--- config.mk ---
export PLATFORM = sky130hd
export DESIGN_NAME = flex_counter_mc
export DESIGN_NICKNAME = d
export VERILOG_FILES = /design/src/rtl/flex_counter_mc.sv
export SDC_FILE = /design/constraint.sdc
export NUM_CORES = 1
export LEC_CHECK = 0
export CELL_PAD_IN_SITES_DETAIL_PLACEMENT = 1
export CELL_PAD_IN_SITES_GLOBAL_PLACEMENT = 1
export CORE_AREA = 2 2 76 78
export CTS_CLUSTER_DIAMETER = 60
export DETAILED_ROUTE_END_ITERATION = 7
export DIE_AREA = 0 0 78 80
export GPL_ROUTABILITY_DRIVEN = 0
export PLACE_DENSITY = 0.75
export SLEW_MARGIN = 20
export SYNTH_ARGS = -nofsm -noshare
export SYNTH_HDL_FRONTEND = slang
export SYNTH_SLANG_ARGS = --single-unit
--- constraint.sdc ---
create_clock -name clk -period 2.6 [get_ports clk]
set_input_delay 0.65 -clock clk [delete_from_list [all_inputs] [get_ports clk]]
set_output_delay 0.65 -clock clk [all_outputs]
set_load 0.005 [all_outputs]
--- src/rtl/flex_counter_mc.sv ---
// NUM_CH independent up/down counters with load, clear, wrap/saturate mode,
// registered terminal flag and wrap pulse. Define FLEX_CNT_STICKY_EN for sticky wrap status.
module flex_counter_mc #(
  parameter int unsigned NUM_CNT_BITS = 4,
  parameter int unsigned NUM_CH       = 2
) (
  input  logic                           clk,
  input  logic                           n_rst,
  input  logic [NUM_CH-1:0]              clear,
  input  logic [NUM_CH-1:0]              count_enable,
  input  logic [NUM_CH-1:0]              count_down,
  input  logic [NUM_CH-1:0]              sat_mode,
  input  logic [NUM_CH-1:0]              load,
  input  logic [NUM_CH*NUM_CNT_BITS-1:0] load_val,
  input  logic [NUM_CH*NUM_CNT_BITS-1:0] rollover_val,
  output logic [NUM_CH*NUM_CNT_BITS-1:0] count_out,
  output logic [NUM_CH-1:0]              rollover_flag,
  output logic [NUM_CH-1:0]              wrap_pulse,
  output logic [NUM_CH-1:0]              wrap_sticky,
  input  logic [NUM_CH-1:0]              sticky_clr
);

  localparam int unsigned W = NUM_CNT_BITS;

  for (genvar i = 0; i < int'(NUM_CH); i++) begin : g_ch
    logic [W-1:0] cnt_q;
    logic [W-1:0] cnt_d;
    logic [W-1:0] r;
    logic [W-1:0] lv;
    logic         flag_q;
    logic         flag_d;
    logic         wrap_q;
    logic         wrap_d;

    assign r  = rollover_val[i*W +: W];
    assign lv = load_val[i*W +: W];

    // Next-state: clear > load > count step > hold; R==0 disables stepping.
    always_comb begin
      cnt_d  = cnt_q;
      wrap_d = 1'b0;
      if (clear[i]) begin
        cnt_d = '0;
      end else if (load[i]) begin
        cnt_d = lv;
      end else if (count_enable[i] && (r != '0)) begin
        if (!count_down[i]) begin
          if (cnt_q < r) begin
            cnt_d = cnt_q + W'(1);
          end else if (!sat_mode[i]) begin
            cnt_d  = W'(1);
            wrap_d = 1'b1;
          end
        end else begin
          if (cnt_q > W'(1)) begin
            cnt_d = cnt_q - W'(1);
          end else if (!sat_mode[i]) begin
            cnt_d  = r;
            wrap_d = 1'b1;
          end
        end
      end
      flag_d = (r != '0) && (count_down[i] ? (cnt_d <= W'(1)) : (cnt_d >= r));
    end

    always_ff @(posedge clk or negedge n_rst) begin
      if (!n_rst) begin
        cnt_q  <= '0;
        flag_q <= 1'b0;
        wrap_q <= 1'b0;
      end else begin
        cnt_q  <= cnt_d;
        flag_q <= flag_d;
        wrap_q <= wrap_d;
      end
    end

    assign count_out[i*W +: W] = cnt_q;
    assign rollover_flag[i]    = flag_q;
    assign wrap_pulse[i]       = wrap_q;

`ifdef FLEX_CNT_STICKY_EN
    logic sticky_q;

    // Set takes priority over a simultaneous clear.
    always_ff @(posedge clk or negedge n_rst) begin
      if (!n_rst) begin
        sticky_q <= 1'b0;
      end else if (wrap_d) begin
        sticky_q <= 1'b1;
      end else if (sticky_clr[i]) begin
        sticky_q <= 1'b0;
      end
    end

    assign wrap_sticky[i] = sticky_q;
`else
    logic unused_sticky_clr;
    assign unused_sticky_clr = sticky_clr[i];
    assign wrap_sticky[i]    = 1'b0;
`endif
  end

endmodule

==> flow_metrics.py <==
metrics = {
    "outcome": {
        "status": "finished, violations left",
        "violations": "setup timing",
    },
    "routing": {
        "wl_per_cell_microns": 21.6,
        "dr.pass1.iters": 4,
        "via_per_inst": 5.70,
        "drt-total-wl_mm": 8.95,
        "vias": 2359,
        "drt_iter0_drc": 150,
        "drc": 0,
        "antenna_left": 0,
    },
    "layout": {
        "layout.cells.non_filler": 414,
        "areaGrowthSynthToFinish_pct": 90.7,
        "antenna_cells": 0,
        "final_util_pct": 59.8,
        "nNetsFinal": 392,
        "drive_above_1_share_pct": 51.2,
    },
    "timing": {
        "finalCritPeriodShare_pct": 118,
        "fmax_ghz": 0.325,
        "setup_tns_ps": -910,
        "fin_hold_ws_ps": 793,
        "slew_violations": 0,
        "final_hold_viol_count": 0,
        "setup_violations": 2,
        "tightest_slew_ps": 617,
        "rsz0062_at_grt": "yes",
        "min_period_ps": 3080,
        "setup_slack_ps": -478,
        "skew_ps": 6.04,
        "slew-limit-headroom_pct": 58.8,
    },
    "cts": {
        "cts_tree": "done",
        "clk_path_buf_depth": 2,
        "cts_htree_levels": 1,
        "numCtsBuffers": 3,
        "insertion_delay_ps": 240,
        "clock-root-buffer": "clkbuf_8",
        "numClockSinks": 12,
        "clk_pin_slew_worst_paths_ps": 60,
    },
    "worst_setup_path": {
        "crit_path_end_kind": "register",
        "cp.required_ps": 2720,
        "setup.worst_path.class": "input port to register",
        "cp-start-kind": "input port",
        "cp_slowest_cell": "a2111oi_4",
        "crit_chain": "buf_12 -> inv_12 -> ha_4 -> a2111oi_4 -> nor2_4 -> o32ai_2 -> a22oi_2 -> a22oi_2 -> ha_1 -> nand2b_4 -> a21o_1 -> a21oi_2 -> nor2b_1 -> o21ai_1 -> a21oi_1",
        "cp_top_family": "compound AO/OA/AOI/OAI gates",
        "cp_common_cell": "a22oi_2",
        "crit_fanout": 3,
        "max_stage_delay_ps": 410,
        "path_buf_inv": 2,
        "arrival_ps": 3190,
    },
    "synth": {
        "synth_area_leaders": "dfrtp_1 (18%), ha_1 (14%), inv_1 (4.2%), nand2_1 (3.3%), o21ai_0 (3.2%)",
        "ys.flop_type": "dfrtp_1",
        "yosys_warnings": 0,
        "synth_cell_types": 64,
        "synth_area_sq_um": 1690,
        "synth_top_area_share_pct": 17.7,
        "synthCells": 211,
        "synth-edff-count": 0,
        "ys_ff_latch": 12,
        "ys_async_sr_fraction_pct": 100,
        "synth_common_cells": "ha_1 (19), inv_1 (19), nand2_1 (15)",
        "syn_avg_cell_area_sq_um": 8.03,
        "synth_top_cell_by_area": "dfrtp_1",
        "ys_seq_area_share_pct": 17.7,
    },
    "die": {
        "ios": 44,
        "dieArea_sq_um": 6240,
        "start_util_pct": 31.3,
        "core-area_sq_um": 5410,
        "fp.dieH_microns": 80,
        "die_w_microns": 78,
        "row_count": 27,
    },
    "power_and_ir_drop": {
        "power_density_nw_per_um2": 379,
        "intPower_w": 0.000748,
        "clkPwrFrac_pct": 16.8,
        "swShare_pct": 38.8,
        "p_switching_w": 0.000475,
        "power.share.combinational_pct": 64.8,
        "peakVddDrop_uv": 277,
        "pwr-share-seq_pct": 18.4,
        "leakagePower_nw": 1.43,
    },
    "global_routing": {
        "grt.overflow.total": 0,
        "grt_max_degree": 13,
        "grt_antenna_before_repair": 0,
        "grtUsageTotal_pct": 28.7,
        "grt_pass1_wl_mm": 13.8,
        "grt_pass1_vias": 2590,
    },
    "placed_design": {
        "place_inst": 398,
        "io_buffers": 39,
        "dp_hpwl_mm": 6.17,
    },
    "job": {
        "max-cap-violations": 0,
    },
    "min_path": {
        "min-delay-path-class": "input port to asynchronous set/reset pin",
    },
}
==> metrics by stage <==
step           setup slack (ps)  cell area [sq um]  total power, W
3_3_place_gp              -1050               2880        0.000832
5_1_grt                    -589               3230         0.00129
3_5_place_dp              -1280               2880        0.000867
6_report                   -478               3230         0.00122
2_1_floorplan              -371               1820        0.000511
4_1_cts                    -423               3100         0.00114
==> path summary, 6_finish.rpt <==
| path | cells after the start | to | slack (ps) | start |
|---|---|---|---|---|
| setup / recovery | 15 | g_ch[1].flag_q | -480 | rollover_val[5] |
| min in group clk | 4 | g_ch[0].flag_q | 880 | rollover_val[1] |
| hold / removal | 1 | g_ch[0].wrap_q | 790 | n_rst |
| setup reg to reg | 14 | g_ch[1].flag_q | -480 | g_ch[1].cnt_q[0] |
| hold reg to reg | 4 | g_ch[1].cnt_q[0] | 1000 | g_ch[1].cnt_q[0] |
| max in group asynchronous | 1 | g_ch[0].cnt_q[1] | 1360 | n_rst |
==> kinds of logic (layout without fill, tap and decap cells) <==
| family | Yosys count | after routing | synth area share (%) |
|---|---|---|---|
| DFF | 12 | 12 | 17.7 |
| AOI/OAI and AO/OA | 71 | 71 | 32.7 |
| muxes | 2 | 2 | 1.26 |
| and+or+nand+nor | 71 | 71 | 23.1 |
| buffers and inverters | 32 | 162 | 9.38 |
| xor gates and xnor gates | 3 | 3 | 1.55 |
| adders and majority gates | 19 | 19 | 14.0 |
| other | 1 | 2 | 0.221 |
==> registers in the layout, summed over array words and instances (netlist names) <==
signal       count
g_ch.flag_q      2
g_ch.wrap_q      2
g_ch.cnt_q       8
==> worst reg2reg max path, stage by stage, from the launching register on <==
cell and delay [ps]:
dfrtp_2 430, buf_6 130, nand2b_4 140, a2111oi_4 470, nor2_4 80, o32ai_2 300
a22oi_2 130, a22oi_2 200, ha_1 250, nand2b_4 130, a21o_1 180, a21oi_2 140
nor2b_1 70, o21ai_1 190, a21oi_1 110
==> metal layers <==
layer	global-route usage (%)	part of all wire (%)	up-vias
met5	0	0	-
met4	10.4	3.7	0
met3	5.54	6.8	34
met2	52.1	50	113
met1	33.4	40	1165
li1	-	-	1047
==> cell type report <==
cell class | instances | area, sq um
Tap cell | 72 | 90.1
Multi-Input combinational cell | 168 | 1530
Sequential cell | 12 | 305
Fill cell | 631 | 2170
Inverter | 20 | 106
Timing Repair Buffer | 138 | 1140
Clock buffer | 4 | 55.1
==> power groups by stage <==
stage	sequential [W]	clock (W)	combinational [W]
2_1_floorplan	0.000230	0	0.000281
3_3_place_gp	0.000226	0	0.000606
3_5_place_dp	0.000227	0	0.000640
4_1_cts	0.000223	0.000209	0.000711
5_1_grt	0.000225	0.000219	0.000842
6_report	0.000225	0.000206	0.000793
==> timing repair <==
| action | CTS | global route |
|---|---|---|
| gates resized for setup | 70 | 22 |
| buffers inserted | 10 | 3 |
| pin swaps | 26 | 17 |
| hold buffers | 0 | 0 |
| endpoints found under the setup margin | 5 | 2 |
==> layout by cell type, fill, tap and decap left out, types with 4 or more instances in the layout <==
master and instances:
clkdlybuf4s50_1 28, a21oi_2 4, clkbuf_8 4, ha_4 6, a21oi_1 4, a31oi_1 4, nor3_1 8, dfrtp_1 8
nand2_1 14, o211ai_1 5, nor2b_1 5, o21ai_0 8, inv_2 4, nor2_1 9, ha_1 10, inv_1 11
o21a_1 4, buf_4 97, dfrtp_2 4
No activity file was read; power rests on OpenSTA's default activity.
